### config.mk
export PLATFORM = sky130hd
export DESIGN_NAME = button_reader
export DESIGN_NICKNAME = d
export VERILOG_FILES = /design/src/rtl/button_reader.sv
export SDC_FILE = /design/constraint.sdc
export NUM_CORES = 1
export LEC_CHECK = 0
export BUFFER_PORTS_ARGS = -buffer_cell sky130_fd_sc_hd__clkbuf_2
export CAP_MARGIN = 25
export CORE_MARGIN = 3
export CORE_UTILIZATION = 34
export CTS_CLUSTER_DIAMETER = 200
export DETAILED_ROUTE_END_ITERATION = 16
export GPL_ROUTABILITY_DRIVEN = 0
export HOLD_SLACK_MARGIN = 0.12
export PLACE_DENSITY = 0.46
export SETUP_SLACK_MARGIN = 0.1
export SLEW_MARGIN = 20
export SYNTH_ARGS = -nofsm -noshare
export SYNTH_HDL_FRONTEND = slang
export SYNTH_SLANG_ARGS = --single-unit
export TNS_END_PERCENT = 5
### constraint.sdc
create_clock -name clk -period 2.2 [get_ports clk]
set_input_delay 0.55 -clock clk [delete_from_list [all_inputs] [get_ports clk]]
set_output_delay 0.55 -clock clk [all_outputs]
set_load 0.05 [all_outputs]
### src/rtl/button_reader.sv
// Per-bit synchronizer and debouncer with rise/fall pulses and a sticky,
// acknowledgeable record of accepted rising edges.
module button_reader #(
    parameter int unsigned WIDTH         = 8,
    parameter int unsigned STABLE_CYCLES = 50000,
    parameter int unsigned CNT_W         = 16
) (
    input  logic             clk,
    input  logic             reset,
    input  logic [WIDTH-1:0] btn_in,
    output logic [WIDTH-1:0] btn_level,
    output logic [WIDTH-1:0] btn_rise,
    output logic [WIDTH-1:0] btn_fall,
    output logic [WIDTH-1:0] evt_bits,
    output logic             evt_pending,
    input  logic             evt_ack
);

    localparam logic [CNT_W-1:0] CntMax = CNT_W'(STABLE_CYCLES - 1);

    logic [WIDTH-1:0]            s1_q;
    logic [WIDTH-1:0]            s2_q;
    logic [WIDTH-1:0][CNT_W-1:0] cnt_q;
    logic [WIDTH-1:0][CNT_W-1:0] cnt_d;
    logic [WIDTH-1:0]            level_q;
    logic [WIDTH-1:0]            level_d;
    logic [WIDTH-1:0]            rise_q;
    logic [WIDTH-1:0]            rise_d;
    logic [WIDTH-1:0]            fall_q;
    logic [WIDTH-1:0]            fall_d;
    logic [WIDTH-1:0]            evt_q;
    logic [WIDTH-1:0]            evt_d;
    logic                        pending_q;

    // Counter only runs while the synchronized input disagrees with the accepted level.
    always_comb begin
        cnt_d   = cnt_q;
        level_d = level_q;
        for (int i = 0; i < int'(WIDTH); i++) begin
            if (s2_q[i] == level_q[i]) begin
                cnt_d[i] = '0;
            end else if (cnt_q[i] == CntMax) begin
                level_d[i] = s2_q[i];
                cnt_d[i]   = '0;
            end else begin
                cnt_d[i] = cnt_q[i] + CNT_W'(1);
            end
        end
    end

    always_comb begin
        rise_d = level_d & ~level_q;
        fall_d = ~level_d & level_q;
        // A rise at the acknowledge edge survives the clear.
        evt_d  = (evt_q & ~{WIDTH{evt_ack}}) | rise_d;
    end

    always_ff @(posedge clk) begin
        if (reset) begin
            s1_q      <= '0;
            s2_q      <= '0;
            cnt_q     <= '0;
            level_q   <= '0;
            rise_q    <= '0;
            fall_q    <= '0;
            evt_q     <= '0;
            pending_q <= 1'b0;
        end else begin
            s1_q      <= btn_in;
            s2_q      <= s1_q;
            cnt_q     <= cnt_d;
            level_q   <= level_d;
            rise_q    <= rise_d;
            fall_q    <= fall_d;
            evt_q     <= evt_d;
            pending_q <= |evt_d;
        end
    end

    assign btn_level   = level_q;
    assign btn_rise    = rise_q;
    assign btn_fall    = fall_q;
    assign evt_bits    = evt_q;
    assign evt_pending = pending_q;

endmodule

==> reports/metrics.yaml <==
logic_synthesis:
  syn_nets: 770
  synth_top_area_frac: 0.505
  syn_area_per_cell_sq_um: 9.35
  syn-cell-area_sq_mm: 0.00702
  async_flop_share: 0
  synth_seq_cells: 177
  ys_seq_area_frac: 0.505
  synth_cells: 751
  ys_top_cells_by_area: "dfxtp_1, nor2_1, xnor2_1, xor2_1, nand3_1"
  synth_edf_count: 0
  synth-main-ff-cell: "dfxtp_1"
  synth.largest_area_cell: "dfxtp_1"
  yosysUniqueCellTypes: 46
  ys_warn_count: 0
power:
  internal_power_w: 0.00497
  p_clk_frac: 0.471
  irDropWorstVdd_mv: 0.450
  powerDensity_mw_per_mm2: 774
  p_leak_nw: 2.79
  p_switching_w: 0.00129
  pwr-share-seq: 0.517
  switching_share: 0.206
  power_frac_comb: 0.012
placement:
  dp_slack_ns: 0.276
  placed_cell_area_sq_mm: 0.00752
  portBuffers: 43
  hpwl_mm: 9.50
grt:
  grt_overflow: 0
  grt_pass1_vias: 4731
  grt.total_usage: 0.127
  grt_pass1_wl_mm: 23.0
  grt_max_degree: 57
  antenna_found_initial: 0
worst_setup_path:
  end_kind: "register"
  crit_path_start_kind: "register"
  rr_endpoint: "evt_pending$_SDFF_PP0_"
  path_cells: "ha_1, and3_1, nand4_1, o2bb2ai_1, nor4_1, a41oi_1"
  cp_num_buf_inv: 0
  worstPathArrival_ns: 2.17
  crit_path_end: "evt_pending$_SDFF_PP0_"
  max_stage_delay_ns: 0.46
  crit_fanout: 5
  r2r-start: "cnt_q[16]$_SDFF_PP0_"
  r2r_slack_ns: 0.31
  rr_worst_depth: 6
  critical-path-top-delay-family: "simple AND/OR/NAND/NOR gates"
  worstSetupPathType: "register to register"
  worst_ep_required_time_ns: 2.48
  path_depth: 6
  startpoint: "cnt_q[16]$_SDFF_PP0_"
  slowest_stage: "nor4_1"
timing:
  setup_ws_ns: 0.310
  worst_pin_slew_ns: 0.622
  finalCritPeriodShare: 0.859
  period_minus_slack_ns: 1.89
  finalSetupTns_ns: 0
  fmax_mhz: 529
  finClkSkew_ns: 0.00792
  setup_viol_count_final: 0
  slew_headroom: 0.581
  final_max_slew_viol_count: 0
  finalHoldViolCount: 0
  grt_setup_unrepaired: "no"
clocking:
  cts.clk_slew.worst_paths_ns: 0.07
  holdBufCountCts: 0
  clock_latency_ns: 0.42
  post_cts_buffers: 0
  cts_tree: "built"
  cts_buffers: 17
  ctsRootBufferMaster: "clkbuf_16"
  cts_sinks: 177
  cts_max_level: 4
  postCtsResizedCells: 0
  cts_buffer_depth: 2
cells_and_area:
  mostFrequentLayoutCell: "dfxtp_1"
  fillCellCount: 1941
  nets: 820
  final_cell_mix: "dfxtp_1, nor2_1, xnor2_1, xor2_1, nand3_1"
  drive_above_1_share: 0.111
  regArea_sq_mm: 0.00354
  fin_area_sq_mm: 0.00809
  antennaDiodeCount: 0
  syn_to_final_growth_pct: 15.2
  final_util: 0.408
  multiInputGateArea_sq_mm: 0.00335
floorplanning:
  initial_core_util: 0.354
  fp.dieH_um: 150
  ios: 44
  rows: 51
  die_area_sq_mm: 0.0224
  core_area_sq_mm: 0.0198
  die_width_um: 150
hold_path:
  hold_path_class: "primary input to register"
route:
  viasPerCell: 4.63
  wl_per_cell_um: 12.6
  drt_iter0_markers: 222
  ant_nets: 0
  drc: 0
  vias: 4996
  wl_mm: 13.6
  first_pass_iters: 4
job:
  max_cap_violations: 0
run_status:
  status: "finished clean"
==> kinds of logic after synthesis <==
family                   share of synthesized area
AND/OR/NAND/NOR                              0.293
flip-flops                                   0.505
XOR/XNOR                                     0.142
buffers and inverters                       0.0191
AO/OA/AOI/OAI                               0.0157
multiplexers                                0.0114
adder cells (fa/ha/maj)                     0.0143
==> stage by stage <==
step | std cells | total power, W | hold WS (ns)
2_1_floorplan | 751 | 0.00336 | 0.411
3_5_place_dp | 1047 | 0.00338 | 0.423
4_1_cts | 1079 | 0.00637 | 0.308
3_3_place_gp | 1047 | 0.00338 | 0.423
5_1_grt | 1079 | 0.00651 | 0.328
6_report | 1079 | 0.00626 | 0.329
==> state kept, by name, indices dropped and copies added (netlist names) <==
name         flops
evt_pending      1
btn_fall         8
btn_level        8
btn_rise         8
s1_q             8
s2_q             8
cnt_q          128
evt_bits         8
==> Yosys cell counts, drive strengths merged, types with 3 or more instances <==
library cell	number
dfxtp	177
and4	6
inv	12
nor4	6
or3	5
nor2b	21
ha	8
and3	30
mux2i	8
a21oi	7
buf	10
nand4	21
nor3	28
nand2b	10
nor4bb	8
xor2	54
clkbuf	4
nand2	33
nor3b	3
and4b	3
nand3	51
nor4b	9
o2bb2ai	4
nor2	162
xnor2	60
==> per-layer routing <==
layer | vias up | global-route usage | wire length [um]
met5 | - | 0 | 0
met4 | 0 | 0.0453 | 176
met3 | 11 | 0.0321 | 418
met2 | 52 | 0.203 | 6310
met1 | 2308 | 0.167 | 6670
li1 | 2625 | - | -
==> worst reg2reg max path, cell delays in order (launching register included) <==
cell       delay [ns]
dfxtp_1          0.34
ha_1             0.24
and3_1           0.20
nand4_1          0.19
o2bb2ai_1        0.16
nor4_1           0.46
a41oi_1          0.17
==> power groups by stage <==
stage / combinational, W / sequential (W) / clock, W
floorplan: 0.0000538 / 0.00330 / 0
global placement: 0.0000762 / 0.00331 / 0
detailed placement: 0.0000779 / 0.00331 / 0
CTS: 0.0000779 / 0.00323 / 0.00306
global route: 0.0000868 / 0.00323 / 0.00319
finish: 0.0000754 / 0.00323 / 0.00295
==> cell type report <==
cell class / instances / area share
Sequential cell: 177 / 0.438
Multi-Input combinational cell: 547 / 0.414
Clock buffer: 21 / 0.0569
Tap cell: 265 / 0.0410
Timing Repair Buffer: 46 / 0.0309
Clock inverter: 11 / 0.0139
Inverter: 12 / 0.00557
==> worst min path at each step <==
stage	start	to	slack (ns)	depth (start not counted)
after floorplan	cnt_q[96]$_SDFF_PP0_	cnt_q[96]$_SDFF_PP0_	0.41	1
final	btn_in[2]	s1_q[2]$_SDFF_PP0_	0.33	2
after global placement	cnt_q[96]$_SDFF_PP0_	cnt_q[96]$_SDFF_PP0_	0.42	1
after CTS	btn_in[2]	s1_q[2]$_SDFF_PP0_	0.31	2
after global routing	btn_in[2]	s1_q[2]$_SDFF_PP0_	0.33	2
after detailed placement	s1_q[3]$_SDFF_PP0_	s2_q[3]$_SDFF_PP0_	0.42	1
(Power assumes the default switching activity.)
